### src/rtl/instr_encoder_loader_pkg.sv
// -----------------------------------------------------------------------------
// instr_encoder_loader_pkg
//   Shared opcode set and field widths for the MIPS subset (R, LW, SW, BEQ, J).
//   The control unit decodes the same opcodes that the loader encodes here.
//   No ports; imported by mips_instr_encode and instr_encoder_loader.
// -----------------------------------------------------------------------------
package instr_encoder_loader_pkg;

    // Instruction field widths
    localparam int unsigned OPC_W    = 6;
    localparam int unsigned REG_W    = 5;
    localparam int unsigned FUNCT_W  = 6;
    localparam int unsigned IMM_W    = 16;
    localparam int unsigned TARGET_W = 26;
    localparam int unsigned KIND_W   = 3;
    localparam int unsigned WORD_W   = 32;

    // Primary opcodes (bits 31:26)
    localparam logic [OPC_W-1:0] OP_RTYPE = 6'b000000;
    localparam logic [OPC_W-1:0] OP_LW    = 6'b100011;
    localparam logic [OPC_W-1:0] OP_SW    = 6'b101011;
    localparam logic [OPC_W-1:0] OP_BEQ   = 6'b000100;
    localparam logic [OPC_W-1:0] OP_J     = 6'b000010;

    // in_kind codes; 5..7 are unsupported and have no enum member
    typedef enum logic [KIND_W-1:0] {
        KIND_R   = 3'd0,
        KIND_LW  = 3'd1,
        KIND_SW  = 3'd2,
        KIND_BEQ = 3'd3,
        KIND_J   = 3'd4
    } kind_e;

    // Loader sequencing states
    typedef enum logic [1:0] {
        ST_IDLE  = 2'd0,
        ST_LOAD  = 2'd1,
        ST_FLUSH = 2'd2,
        ST_DONE  = 2'd3
    } load_state_e;

endpackage : instr_encoder_loader_pkg

### src/rtl/instr_encoder_loader_encode.sv
// -----------------------------------------------------------------------------
// mips_instr_encode
//   Purely combinational: packs one field bundle into a 32-bit MIPS word.
//   Ports:
//     kind_i        instruction kind code (0=R 1=LW 2=SW 3=BEQ 4=J)
//     rs_i, rt_i    source/target register fields
//     rd_i, funct_i destination register and function code (R only)
//     imm_i         16-bit immediate/offset (LW, SW, BEQ)
//     target_i      26-bit jump target (J)
//     word_o        encoded instruction word ('0 for unsupported kinds)
//     valid_kind_o  1 when kind_i is one of the five supported kinds
// -----------------------------------------------------------------------------
module mips_instr_encode
    import instr_encoder_loader_pkg::*;
(
    input  logic [KIND_W-1:0]   kind_i,
    input  logic [REG_W-1:0]    rs_i,
    input  logic [REG_W-1:0]    rt_i,
    input  logic [REG_W-1:0]    rd_i,
    input  logic [FUNCT_W-1:0]  funct_i,
    input  logic [IMM_W-1:0]    imm_i,
    input  logic [TARGET_W-1:0] target_i,
    output logic [WORD_W-1:0]   word_o,
    output logic                valid_kind_o
);

    always_comb begin
        word_o       = '0;
        valid_kind_o = 1'b0;
        case (kind_i)
            KIND_R: begin
                word_o       = {OP_RTYPE, rs_i, rt_i, rd_i, 5'b00000, funct_i};
                valid_kind_o = 1'b1;
            end
            KIND_LW: begin
                word_o       = {OP_LW, rs_i, rt_i, imm_i};
                valid_kind_o = 1'b1;
            end
            KIND_SW: begin
                word_o       = {OP_SW, rs_i, rt_i, imm_i};
                valid_kind_o = 1'b1;
            end
            KIND_BEQ: begin
                word_o       = {OP_BEQ, rs_i, rt_i, imm_i};
                valid_kind_o = 1'b1;
            end
            KIND_J: begin
                word_o       = {OP_J, target_i};
                valid_kind_o = 1'b1;
            end
            default: begin
                word_o       = '0;
                valid_kind_o = 1'b0;
            end
        endcase
    end

endmodule : mips_instr_encode

### src/rtl/instr_encoder_loader.sv
// -----------------------------------------------------------------------------
// instr_encoder_loader
//   Accepts instruction field bundles over a valid/ready stream, encodes each
//   into a MIPS word and writes it to instruction memory at consecutive word
//   addresses starting from 0. Holds the core stopped (cpu_run=0) until the
//   bundle flagged last has been written.
//   Ports:
//     clk, reset          rising-edge clock, synchronous active-high reset
//     start               pulse: begin a new load (from IDLE or DONE)
//     in_valid/in_ready   field bundle handshake
//     in_kind .. in_last  bundle fields and end-of-program flag
//     imem_we/addr/wdata  registered imem write port (one strobe per word)
//     word_count          words written in the current load
//     full                word_count == DEPTH
//     err_kind            sticky: an unsupported kind was accepted
//     cpu_run             program loaded, core may execute
// -----------------------------------------------------------------------------
module instr_encoder_loader
    import instr_encoder_loader_pkg::*;
#(
    parameter int ADDR_W = 6,
    parameter int DEPTH  = 64
) (
    input  logic              clk,
    input  logic              reset,
    input  logic              start,
    input  logic              in_valid,
    output logic              in_ready,
    input  logic [2:0]        in_kind,
    input  logic [4:0]        in_rs,
    input  logic [4:0]        in_rt,
    input  logic [4:0]        in_rd,
    input  logic [5:0]        in_funct,
    input  logic [15:0]       in_imm,
    input  logic [25:0]       in_target,
    input  logic              in_last,
    output logic              imem_we,
    output logic [ADDR_W-1:0] imem_addr,
    output logic [31:0]       imem_wdata,
    output logic [ADDR_W:0]   word_count,
    output logic              full,
    output logic              err_kind,
    output logic              cpu_run
);

    localparam logic [ADDR_W:0] DEPTH_C = (ADDR_W+1)'(DEPTH);

    load_state_e       state_q, state_d;
    logic              we_q, we_d;
    logic [ADDR_W-1:0] addr_q, addr_d;
    logic [31:0]       wdata_q, wdata_d;
    logic [ADDR_W:0]   count_q, count_d;
    logic [ADDR_W:0]   ptr_q, ptr_d;
    logic              err_q, err_d;

    logic [31:0]       enc_word;
    logic              enc_valid;
    logic              accept;

    mips_instr_encode u_encode (
        .kind_i       (in_kind),
        .rs_i         (in_rs),
        .rt_i         (in_rt),
        .rd_i         (in_rd),
        .funct_i      (in_funct),
        .imm_i        (in_imm),
        .target_i     (in_target),
        .word_o       (enc_word),
        .valid_kind_o (enc_valid)
    );

    // ptr_q counts words accepted for writing and runs one cycle ahead of
    // word_count, which only advances once the write strobe has been issued.
    // Gating in_ready on ptr_q keeps a back-to-back stream from overrunning
    // DEPTH while the last write is still in flight; once that write retires
    // the two agree and in_ready is equivalent to LOAD && !full.
    assign in_ready = (state_q == ST_LOAD) && (ptr_q != DEPTH_C);
    assign accept   = in_valid && in_ready;

    always_comb begin
        state_d = state_q;
        we_d    = 1'b0;
        addr_d  = addr_q;
        wdata_d = wdata_q;
        count_d = count_q;
        ptr_d   = ptr_q;
        err_d   = err_q;

        // A strobe issued this cycle retires into the count at the edge.
        if (we_q) begin
            count_d = count_q + 1'b1;
        end

        case (state_q)
            ST_IDLE: begin
                if (start) begin
                    state_d = ST_LOAD;
                    count_d = '0;
                    ptr_d   = '0;
                    addr_d  = '0;
                    err_d   = 1'b0;
                end
            end
            ST_LOAD: begin
                if (accept) begin
                    if (enc_valid) begin
                        we_d    = 1'b1;
                        addr_d  = ptr_q[ADDR_W-1:0];
                        wdata_d = enc_word;
                        ptr_d   = ptr_q + 1'b1;
                    end else begin
                        err_d   = 1'b1;
                    end
                    if (in_last) begin
                        state_d = ST_FLUSH;
                    end
                end
            end
            ST_FLUSH: begin
                // The final word's strobe (if any) is on the port this cycle.
                state_d = ST_DONE;
            end
            ST_DONE: begin
                if (start) begin
                    state_d = ST_LOAD;
                    count_d = '0;
                    ptr_d   = '0;
                    addr_d  = '0;
                    err_d   = 1'b0;
                end
            end
            default: begin
                state_d = ST_IDLE;
            end
        endcase
    end

    always_ff @(posedge clk) begin
        if (reset) begin
            state_q <= ST_IDLE;
            we_q    <= 1'b0;
            addr_q  <= '0;
            wdata_q <= '0;
            count_q <= '0;
            ptr_q   <= '0;
            err_q   <= 1'b0;
        end else begin
            state_q <= state_d;
            we_q    <= we_d;
            addr_q  <= addr_d;
            wdata_q <= wdata_d;
            count_q <= count_d;
            ptr_q   <= ptr_d;
            err_q   <= err_d;
        end
    end

    assign imem_we    = we_q;
    assign imem_addr  = addr_q;
    assign imem_wdata = wdata_q;
    assign word_count = count_q;
    assign full       = (count_q == DEPTH_C);
    assign err_kind   = err_q;
    assign cpu_run    = (state_q == ST_DONE);

endmodule : instr_encoder_loader

### config.mk
export PLATFORM = sky130hd
export DESIGN_NAME = instr_encoder_loader
export DESIGN_NICKNAME = d
export VERILOG_FILES = /design/src/rtl/instr_encoder_loader_pkg.sv /design/src/rtl/instr_encoder_loader_encode.sv /design/src/rtl/instr_encoder_loader.sv
export SDC_FILE = /design/constraint.sdc
export NUM_CORES = 1
export LEC_CHECK = 0
export CAP_MARGIN = 20
export CORE_AREA = 2 2 81 83
export DETAILED_ROUTE_END_ITERATION = 8
export DIE_AREA = 0 0 83 85
export GPL_TIMING_DRIVEN = 0
export PLACE_DENSITY = 0.85
export SETUP_SLACK_MARGIN = 0.3
export SLEW_MARGIN = 0
export SYNTH_ARGS = -nofsm -noshare
export SYNTH_HDL_FRONTEND = slang
export SYNTH_SLANG_ARGS = --single-unit
### constraint.sdc
create_clock -name clk -period 5.1 [get_ports clk]
set_clock_uncertainty 0.2 [all_clocks]
set_input_delay 1.02 -clock clk [delete_from_list [all_inputs] [get_ports clk]]
set_output_delay 1.02 -clock clk [all_outputs]
set_load 0.005 [all_outputs]
==> impl_metrics.ini, run 1 <==
[critical_path]
worstSetupStartpoint = ptr_q[2]
reg2regPathDepth = 7
r2r_setup_slack_ps = 2730
cp.arrival_ps = 1950
r2r-end = imem_wdata[15]
path_class = reg2out
path_max_fanout = 7
worstPathCellList = or4b_4 > nor2_1 > nor2b_1 > clkdlybuf4s50_1
worstSetupEndpointType = output port
cp-start-kind = flop
endpoint = in_ready
required_ps = 3880
slowest_stage = or4b_4
r2r-start = ptr_q[0]
crit_path_max_incr_delay_ps = 600

[global_routing]
grt_max_degree = 15
grt_pass1_wl_microns = 13200
antenna_found_initial = 0
first_global_vias = 2865
grt_usage_pct = 22.7
gr-total-overflow = 0

[detailed_routing]
drtIter0Drc = 140
via_per_inst = 5.63
final_antenna_net_count = 0
wl_per_cell_microns = 15.7
wirelength_microns = 8070
vias = 2890
firstDrtPassIters = 4
drcViolationCount = 0

[clocking]
ctsResizeCount = 0
cts_sinks = 54
insertion_delay_ps = 300
cts_tree = yes
clkTransAtPathRegs_ps = 100
cts_setup_buffers = 0
cts_buffer_depth = 2
hold_buffers = 0
htree_num_levels = 2
cts-root-buf = clkbuf_8
cts_buffers = 5

[synthesis]
yosysMostFrequentCell = dfxtp_1
synth_flop_cell = dfxtp_1
ys_seq_area_share_pct = 38.7
synth_nets = 389
synth_top_area_cell = dfxtp_1
yosys.cell_types.count = 57
post_synth.cell_area_avg_sq_um = 8.95
synth_top_area_share_pct = 38.7
synth_area_sq_um = 2790
ys.warnings.count = 0
synth_common_cells = dfxtp_1, a21oi_1, and3_1, nor2_1, o21ai_0
synth.area.top_cells = dfxtp_1, and3_1, a21oi_1
synthCells = 312
synth_seq_cells = 54
synth_edf_count = 0
synthArstFlopShare_pct = 0

[place]
place_congestion = 0.862
hpwl_microns = 6330
place_inst = 507
port_buffers = 118

[pwr]
vdd_drop_max_v = 0.000131
p_total_mw = 1.13
powerDensity_nw_per_um2 = 271
p_leak_nw = 1.56

[cells_and_area]
nets = 514
fin_util_pct = 66.9
syn_to_final_growth_pct = 48.7
fill_cells = 502
layout-drive-gt1-share_pct = 11.5
antenna_cells = 0
instances_no_fill = 513

[floorplanning]
start_util_pct = 45.0
io_pins = 121
fp.dieW_microns = 83
dieArea_sq_um = 7060
core_area_sq_um = 6200
die_h_microns = 85
rows = 29

[sta]
worstMarginPinSlew_ps = 675
rsz0062_at_grt = false
max_freq_mhz = 316
finalSetupViolations = 0
slew_violations = 0
finalCritPeriodShare_pct = 62.1
relSlewSlack_pct = 54.9
post-route-min-period_ps = 3170
tns_ps = 0
hold_viol_final = 0

[run_status]
outcome = completed

[run]
maxCapViolations = 0

[worst_hold_path]
min_from = imem_wdata[29]
hold_path_class = reg2reg
## per-stage QoR
step | hold slack (ps) | worst slack, ps | instance area (sq um)
after floorplan | 242 | 2700 | 2790
after global placement | 261 | 1910 | 4070
after detailed placement | 264 | 1880 | 4070
after CTS | 291 | 1930 | 4150
after global routing | 305 | 1840 | 4150
final | 290 | 1930 | 4150
## sequential cells by signal, summed over array words and instances (netlist names)
signal	count
err_kind	1
imem_addr	6
imem_wdata	30
imem_we	1
ptr_q	7
state_q	2
word_count	7
## worst max-delay path, delay by kind of cell (launching register included)
family	cells	cell delay, ps
simple gates	3	800
buf+inv	1	450
flops	1	390
## cell usage in the layout, fill, tap and decap left out, types with 3 or more instances in the layout
cell	instances
nand4_1	3
clkbuf_1	12
buf_2	6
a22o_1	5
clkbuf_8	6
ha_1	6
nor3_2	8
a311oi_1	5
buf_4	3
clkdlybuf4s50_1	118
nor2b_1	3
a21oi_1	28
dfxtp_1	54
inv_1	9
a21o_1	4
and3_1	28
mux2_2	11
nand2_1	8
xor2_1	3
o21ai_0	15
a211oi_1	10
a31oi_1	8
nor3_1	10
nor2_1	28
a41oi_1	3
## layer usage
layer / routed length (microns) / GRT usage, % / vias up
li1: - / - / 1402
met1: 3330 / 27.0 / 1358
met2: 3990 / 38.7 / 114
met3: 620 / 7.49 / 16
met4: 138 / 7.75 / 0
met5: 0 / 0 / -
## logic make-up after synthesis
| logic type | after synthesis | share of synthesized area [%] |
|---|---|---|
| and+or+nand+nor | 105 | 21.9 |
| other | 1 | 0.134 |
| adders and majority gates | 6 | 2.69 |
| DFF | 54 | 38.7 |
| xor gates and xnor gates | 4 | 1.25 |
| AOI/OAI and AO/OA | 96 | 24.4 |
| buffers and inverters | 34 | 6.09 |
| muxes | 12 | 4.79 |
## how the worst min path moves through the flow
stage,end,depth (start not counted)
floorplan,ptr_q[6],1
global placement,ptr_q[6],1
finish,imem_wdata[29],2
CTS,imem_wdata[29],2
global route,imem_wdata[29],2
detailed placement,imem_addr[0],1
## report_power, final
| group | internal (mW) | switching (mW) |
|---|---|---|
| Clock | 0.105 | 0.133 |
| Combinational | 0.203 | 0.201 |
| Sequential | 0.460 | 0.0239 |
## layout make-up
| cell class | instances | area [sq um] | share of cell area, % |
|---|---|---|---|
| sequential | 54 | 1080 | 26.0 |
| clock buffer | 6 | 82.6 | 1.99 |
| inverter | 11 | 41.3 | 0.994 |
| multi-input combinational | 224 | 1540 | 37.1 |
| buffer | 23 | 129 | 3.10 |
| timing repair buffer | 118 | 1180 | 28.4 |
| tap | 77 | 96.3 | 2.32 |
Power figures use the tool's default switching activity.
==> run 2: changes to the inputs <==
--- a/config.mk
+++ b/config.mk
@@ -6,11 +6,11 @@
 export NUM_CORES = 1
 export LEC_CHECK = 0
 export CAP_MARGIN = 20
-export CORE_AREA = 2 2 81 83
+export CORE_AREA = 2 2 85 87
 export DETAILED_ROUTE_END_ITERATION = 8
-export DIE_AREA = 0 0 83 85
+export DIE_AREA = 0 0 87 89
 export GPL_TIMING_DRIVEN = 0
-export PLACE_DENSITY = 0.85
+export PLACE_DENSITY = 0.78
 export SETUP_SLACK_MARGIN = 0.3
 export SLEW_MARGIN = 0
 export SYNTH_ARGS = -nofsm -noshare
==> constraint.sdc (replaced) <==
create_clock -name clk -period 3.1 [get_ports clk]
set_clock_uncertainty 0.2 [all_clocks]
set_input_delay 0.62 -clock clk [delete_from_list [all_inputs] [get_ports clk]]
set_output_delay 0.62 -clock clk [all_outputs]
set_load 0.005 [all_outputs]
==> run 2 against run 1 <==
  * Sequential power up 64%
  * Final cell count grew 1.4%
  * Combinational power increased by 66%
  * Hold slack worse by 8.5 ps
  * Register-to-register slack lost 1900 ps
  * Largest cell class unchanged
==> impl_metrics.ini, run 2 (same netlist as run 1, synthesis figures left out) <==
[run_status]
outcome = completed

[sta]
tns_ps = 0
relSlewSlack_pct = 57.5
post-route-min-period_ps = 2700
finalCritPeriodShare_pct = 87.1
worstMarginPinSlew_ps = 637
finalSetupViolations = 0
hold_viol_final = 0
slew_violations = 0
max_freq_mhz = 371
setup_ws_ps = 401
rsz0062_at_grt = false

[critical_path]
cp.depth = 4
r2r-end = ptr_q[4]
crit_family = simple AND/OR/NAND/NOR gates
cp-start-kind = flop
cp.arrival_ps = 1880
required_ps = 2280
path_class = reg2out
crit_path_max_incr_delay_ps = 580
worstSetupEndpointType = output port
reg2regPathDepth = 7
crit_buf_inv = 1
slowest_stage = or4b_4
worstPathCellList = or4b_4 > nor2_2 > nor2b_1 > clkdlybuf4s50_1
r2r_setup_slack_ps = 870
path_max_fanout = 7
r2r-start = state_q[0]

[detailed_routing]
via_per_inst = 5.64
vias = 2932
wl_per_cell_microns = 16.4
drcViolationCount = 0
wirelength_microns = 8510
firstDrtPassIters = 4
drtIter0Drc = 95
final_antenna_net_count = 0

[cells_and_area]
largest_register_ffs = 30
nets = 516
final_common_cell = clkdlybuf4s50_1
final_cell_mix = clkdlybuf4s50_1, dfxtp_1, and3_1, a21oi_1, nor2_1
syn_to_final_growth_pct = 50.5
multi_input_area_sq_um = 1550
instances_no_fill = 520
layout-drive-gt1-share_pct = 13.0
fill_cells = 583
antenna_cells = 0
regArea_sq_um = 1090

[worst_hold_path]
min_from = imem_wdata[29]
hold_path_class = reg2reg
worstHoldEndpoint = imem_wdata[29]
holdPathStages = 2

[clocking]
cts_tree = yes
clkTransAtPathRegs_ps = 100
cts-root-buf = clkbuf_8
insertion_delay_ps = 310
cts_sinks = 54
cts_buffer_depth = 2
htree_num_levels = 2
cts_buffers = 5

[place]
hpwl_microns = 6530
place_inst = 510
post-place-ws_ps = 255
port_buffers = 118
place_congestion = 0.862

[global_routing]
grt_usage_pct = 22.2
first_global_vias = 2826
grt_max_degree = 16
antenna_found_initial = 0
grt_pass1_wl_microns = 13500
gr-total-overflow = 0

[floorplanning]
dieArea_sq_um = 7740
die_h_microns = 89
start_util_pct = 41.6
io_pins = 121
core_area_sq_um = 6720
fp.dieW_microns = 87
rows = 30

[pwr]
powerDensity_nw_per_um2 = 460
p_total_mw = 1.93
p_leak_nw = 1.58
netSwitchingFraction_pct = 30.9
vdd_drop_max_v = 0.000324
clkPwrFrac_pct = 24.1
pwr-share-seq_pct = 41.1
power.switching_mw = 0.596
combPwrFrac_pct = 34.7
internal_power_mw = 1.34

[run]
maxCapViolations = 0
[run 2: cell types whose count changed in the layout (fill, tap and decap cells not counted), sizes merged]
cell,change
clkbuf,+1
buf,+2
bufinv,+1
[run 2: stage by stage]
step	cell area (sq um)	hold WS (ps)	utilization, %
4_1_cts	4180	279	62.2
3_3_place_gp	4080	260	60.7
3_5_place_dp	4080	265	60.7
6_report	4200	281	62.6
5_1_grt	4200	316	62.6
2_1_floorplan	2790	242	-
[run 2: area by class of cell]
type	count	share of cell area [%]
buffer	23	3.07
clock buffer	7	1.82
clock inverter	1	0.714
inverter	11	0.982
multi-input combinational	224	36.8
sequential	54	25.8
tap	80	2.38
timing repair buffer	120	28.5
[run 2: power by group through the flow]
stage	Clock, mW	Combinational (mW)	Sequential (mW)
6_report	0.467	0.671	0.795
5_1_grt	0.491	0.736	0.803
4_1_cts	0.469	0.666	0.794
3_5_place_dp	0	0.661	0.811
3_3_place_gp	0	0.653	0.808
2_1_floorplan	0	0.360	0.811
[run 2: worst max-delay path by stage]
stage,startpoint,endpoint,slack [ps]
final,ptr_q[2],in_ready,400
after global routing,ptr_q[2],in_ready,320
after CTS,ptr_q[2],in_ready,350
after detailed placement,in_kind[0],imem_wdata[3],260
after global placement,in_kind[0],imem_wdata[3],290
after floorplan,in_kind[0],imem_wdata[2],1100
[run 2: worst min-delay path, cell delays in order (launching register included)]
cell and delay, ps:
dfxtp_1 320, inv_1 40, o32ai_1 70
[run 2: layer usage]
layer / part of all wire [%] / global-route usage [%] / vias up
met5: 0 / 0 / -
met4: 4.0 / 10.8 / 0
met3: 4.8 / 2.40 / 24
met2: 48 / 39.1 / 104
met1: 43 / 27.1 / 1388
li1: - / - / 1416
[run 2: what timing repair did]
item	in CTS	in global routing
hold buffers	0	0
resized for setup	0	5
setup endpoints to repair	0	1
buffers inserted	0	2
